===== src/rtl/fetch1_pc_gen.sv =====
// Fetch1: owns the fetch PC, issues one icache request per cycle and hands
// {pc, BTB prediction, ADEF} to Fetch2; redirects always override fetch.
//
// state     | meaning
// RUN       | normal fetch, one packet per cycle when icache and Fetch2 allow
// HOLD_EXCP | misaligned PC already reported as ADEF; idle until a redirect
module fetch1_pc_gen #(
  parameter int              PC_W     = 32,
  parameter logic [PC_W-1:0] RESET_PC = 32'h1c00_0000
) (
  input  logic            clk,
  input  logic            rst_n,
  input  logic            flush_i,
  input  logic [PC_W-1:0] flush_target_i,
  input  logic            bp_redirect_i,
  input  logic [PC_W-1:0] bp_target_i,
  output logic [PC_W-1:0] btb_pc_o,
  input  logic            btb_hit_i,
  input  logic            btb_taken_i,
  input  logic [PC_W-1:0] btb_target_i,
  output logic            icache_req_o,
  output logic [PC_W-1:0] icache_addr_o,
  input  logic            icache_ready_i,
  input  logic            next_rdy_in_i,
  output logic            pass_valid_o,
  output logic [PC_W-1:0] pass_pc_o,
  output logic            pass_btb_taken_o,
  output logic [PC_W-1:0] pass_btb_target_o,
  output logic            excp_adef_o
);

  typedef enum logic {RUN, HOLD_EXCP} state_t;

  state_t          state;
  logic [PC_W-1:0] pc;
  logic            redirect;
  logic [PC_W-1:0] redir_tgt;
  logic            misal;
  logic            run;
  logic            fire;
  logic            taken;

  always_comb begin
    redirect  = flush_i | bp_redirect_i;
    redir_tgt = flush_i ? flush_target_i : bp_target_i;
    misal     = (pc[1:0] != 2'b00);
    // rst_n gates the launch so nothing leaves the stage while reset is held
    run       = rst_n & (state == RUN) & ~redirect & next_rdy_in_i;
    fire      = run & (misal | icache_ready_i);
    taken     = btb_hit_i & btb_taken_i & ~misal;
  end

  assign btb_pc_o          = pc;
  assign icache_addr_o     = pc;
  assign icache_req_o      = run & ~misal;
  assign pass_valid_o      = fire;
  assign pass_pc_o         = pc;
  assign pass_btb_taken_o  = taken;
  assign pass_btb_target_o = btb_target_i;
  assign excp_adef_o       = fire & misal;

  always_ff @(posedge clk or negedge rst_n) begin
    if (!rst_n) begin
      pc    <= RESET_PC;
      state <= RUN;
    end else if (redirect) begin
      pc    <= redir_tgt;
      state <= RUN;
    end else if (fire && !misal) begin
      pc    <= taken ? btb_target_i : pc + PC_W'(4);
    end else if (fire && misal) begin
      state <= HOLD_EXCP;
    end
  end

endmodule


===== config.mk =====
export PLATFORM = sky130hd
export DESIGN_NAME = fetch1_pc_gen
export DESIGN_NICKNAME = d
export VERILOG_FILES = /design/src/rtl/fetch1_pc_gen.sv
export SDC_FILE = /design/constraint.sdc
export NUM_CORES = 1
export LEC_CHECK = 0
export CAP_MARGIN = 20
export CORE_MARGIN = 2
export CORE_UTILIZATION = 25
export CTS_BUF_LIST = sky130_fd_sc_hd__clkbuf_8
export CTS_CLUSTER_DIAMETER = 150
export DETAILED_ROUTE_END_ITERATION = 10
export GPL_TIMING_DRIVEN = 1
export PLACE_DENSITY = 0.57
export SYNTH_ARGS = -nofsm -noshare
export SYNTH_HDL_FRONTEND = slang
export SYNTH_SLANG_ARGS = --single-unit

===== constraint.sdc =====
create_clock -name clk -period 3.1 [get_ports clk]
set_clock_uncertainty 0.05 [all_clocks]
set_input_delay 0.62 -clock clk [delete_from_list [all_inputs] [get_ports clk]]
set_output_delay 0.62 -clock clk [all_outputs]
set_load 0.03 [all_outputs]

==> summary.md <==
| Metric | Value |
|---|---|
| Fin. Hold Viols | 0 |
| Power Dens Cells | 400 mW/mm^2 |
| Ys flop type | dfrtp_1 |
| Area Overhead vs Synth | 54.6% |
| Vias after detailed routing | roughly 4k |
| Worst setup EP type | output pin |
| Remaining Overflow, GRT | 0 |
| Cells after synthesis | between 400 and 500 |
| Flop2flop setup slack | between 0.7 and 0.8 ns |
| Netlist Area Pre-Place | ~0.0035 mm^2 |
| Die Span X | ~120 um |
| Total Routed Length | approximately 15000 um |
| Die area | 0.0151 mm^2 |
| H-tree depth | 2 |
| Hold_buf cts | 0 |
| Synthesized flop and latch total | 33 |
| First-pass GRT wire length | 22400 um |
| Fmax | approximately 380 MHz |
| Drt pass-1 iters | 5 |
| Final setup TNS | 0 ns |
| CTS tree | yes |
| Vias in the first global route | about 4k |
| Worst setup path category | in2out |
| Worst skew pair latency | between 0.2 and 0.3 ns |
| Rel. slew slack | 61.1% |
| Final setup viols | 0 |
| Number of synthesized flops with an enable pin | 0 |
| Initial antenna violation count | 0 |
| Inserted Diodes | 0 |
| Number of max-cap violations | 0 |
| Dpl ws | approximately 0.34 ns |
| GR Util All Layers | between 15 and 20% |
| Peak supply drop | around 160 uV |
| Status | finished clean |
| Max-slew violation count | 0 |
| Ports | around 240 |
| Fillcell total | roughly 1.4k |
| Root Buffer Master | clkbuf_8 |
| Post-route ant nets | 0 |
| # clock sinks | 33 |
| Fin area | 0.00548 mm^2 |
| Post-synth net total | 582 |
| P_leak | ~0.0020 uW |
| DRC violations left | 0 |
| Netlist cell types | 64 |
| RR Endpoint | btb_pc_o[31]$_DFFE_PN0P_ |
| Port bufs | between 200 and 250 |
| Worst Path Arrival | 1.98 ns |
| Period utilization | a little under nine tenths |
| Hold WC Path Type | in2async |
| Initial DRC count | around 140 |
| R2R depth | 5 |
| Worst setup margin | ~0.45 ns |
| Die Ht | around 120 um |
| Synthesis Warnings | 0 |
| Share of cells above drive strength 1 | 6.74% |
| RSZ-0062 raised after global routing | false |
| Synth async-reset ratio | between 90% and 100% |
| Data required time of the critical path | between 2 and 2.5 ns |
| FF-to-FF Start | btb_pc_o[8]$_DFFE_PN0P_ |
| Total CTS buffers | 5 |
| Starting density of the core | between 20% and 30% |
| Syn Area/Cell | between 7 and 8 um^2 |
| Startpoint types | primary input |
| Cell area after placement | ~0.0054 mm^2 |
| Worst-path clk slew | around 0.070 ns |
| Setup Fix Bufs, Post-CTS | 0 |
| Resized cells post-CTS | 0 |
| Slew of the pin with the lowest slew margin | between 0.5 and 0.6 ns |
| Hpwl dp | 11200 um |
| Floorplan core area | between 0.01 and 0.015 mm^2 |
| Sequential element share of the synthesized area | approximately a quarter |
| Final Critical Period | ~2.6 ns |
| Gpl congestion | around 0.87 |
| CTS max path bufs | 2 |
| Routed len/inst | around 18 um |
| Vias per cell | 5.11 |
| Largest net degree at the start of global routing | 60 |
| Critical path fanouts, max | 2 |
| # rows | 43 |
| Final #Nets | around 700 |
==> how the worst max path moves through the flow <==
stage,start,endpoint,slack (ns),depth (start not counted)
after floorplan,bp_redirect_i,excp_adef_o,0.64,4
after global placement,icache_ready_i,btb_pc_o[5]$_DFFE_PN0P_,0.36,7
after detailed placement,next_rdy_in_i,btb_pc_o[10]$_DFFE_PN0P_,0.34,7
after CTS,btb_hit_i,pass_btb_taken_o,0.44,4
after global routing,btb_hit_i,pass_btb_taken_o,0.39,4
final,btb_taken_i,pass_btb_taken_o,0.45,4
==> worst max-delay path, stage by stage <==
cell             delay (ns)
clkdlybuf4s50_1        0.48
nand4bb_1              0.13
clkinv_1               0.08
clkdlybuf4s50_1        0.66
==> layout by cell type, fill, tap and decap left out, drive strengths merged, types with 8 or more instances in the layout <==
cell	synthesis	routed
a211oi	10	10
a21oi	27	27
a22oi	9	9
a31oi	9	9
buf	101	20
clkdlybuf4s50	0	229
dfrtp	30	30
inv	11	11
nand2	46	46
nand3	9	9
nand3b	9	9
nand4	8	8
nor2	28	28
nor2b	11	11
nor3	14	14
o21ai	44	44
==> cells in the mapped netlist (3+ instances only) <==
cell type,n,area (um^2)
nor3_1,13,65.1
a221oi_1,7,61.3
nor2_1,28,105
nand4_1,7,43.8
a21oi_1,27,135
nor2b_1,11,68.8
inv_1,11,41.3
a22oi_1,9,67.6
dfrtp_1,30,751
a41oi_1,3,26.3
o21ai_0,43,215
a31oi_1,9,56.3
a22o_1,4,35.0
and3_1,7,43.8
a211oi_1,10,75.1
or2_2,3,18.8
dfstp_2,3,78.8
nand3_1,9,45.0
or3_1,4,25.0
buf_4,96,721
clkbuf_1,25,93.8
nand3b_1,9,67.6
and4_1,3,26.3
nand2_1,46,173
o2bb2ai_1,4,35.0
buf_2,3,15.0
nor4_1,6,37.5
==> per-stage QoR <==
| stage | util [%] | hold WS, ns | power, uW | cells |
|---|---|---|---|---|
| 6_report | 39.4 | 0.392 | 2190 | 788 |
| 2_1_floorplan | - | 0.274 | 1390 | 477 |
| 3_5_place_dp | 38.6 | 0.427 | 1830 | 779 |
| 3_3_place_gp | 38.6 | 0.425 | 1820 | 779 |
| 4_1_cts | 39.3 | 0.416 | 2200 | 787 |
| 5_1_grt | 39.4 | 0.433 | 2310 | 788 |
==> power breakdown <==
group	switching, uW	internal, uW	total, uW
logic	655	534	1190
clock network	176	201	377
registers	135	491	626
total	966	1230	2190
==> layer usage <==
metal,vias to the layer above,track usage (%),wire (um),part of all wire (%)
li1,1906,-,-,-
met1,1888,24.9,6150,42
met2,207,32.3,6990,48
met3,24,3.27,1040,7.1
met4,0,6.96,387,2.7
met5,-,0,0,0
==> state kept, by name, summed over array words and instances (netlist names) <==
signal and cells:
btb_pc_o 32, state 1
==> kinds of logic after synthesis <==
kind of cell,count (synthesis),synth area share [%]
XOR/XNOR,2,0.495
flip-flops,33,23.4
AND/OR/NAND/NOR,159,24.0
AO/OA/AOI/OAI,143,26.5
adder cells (fa/ha/maj),1,0.353
buffers and inverters,138,24.9
multiplexers,1,0.318
==> cell type report <==
class	instances	area, um^2	area share (%)
flip-flops and latches	33	830	15.2
well taps	180	225	4.11
clock buffers	7	96.3	1.76
multi-input cells	306	1830	33.5
clock inverters	1	5.00	0.0914
inverters	12	45.0	0.823
repair buffers	249	2440	44.6
(Power assumes the default switching activity.)
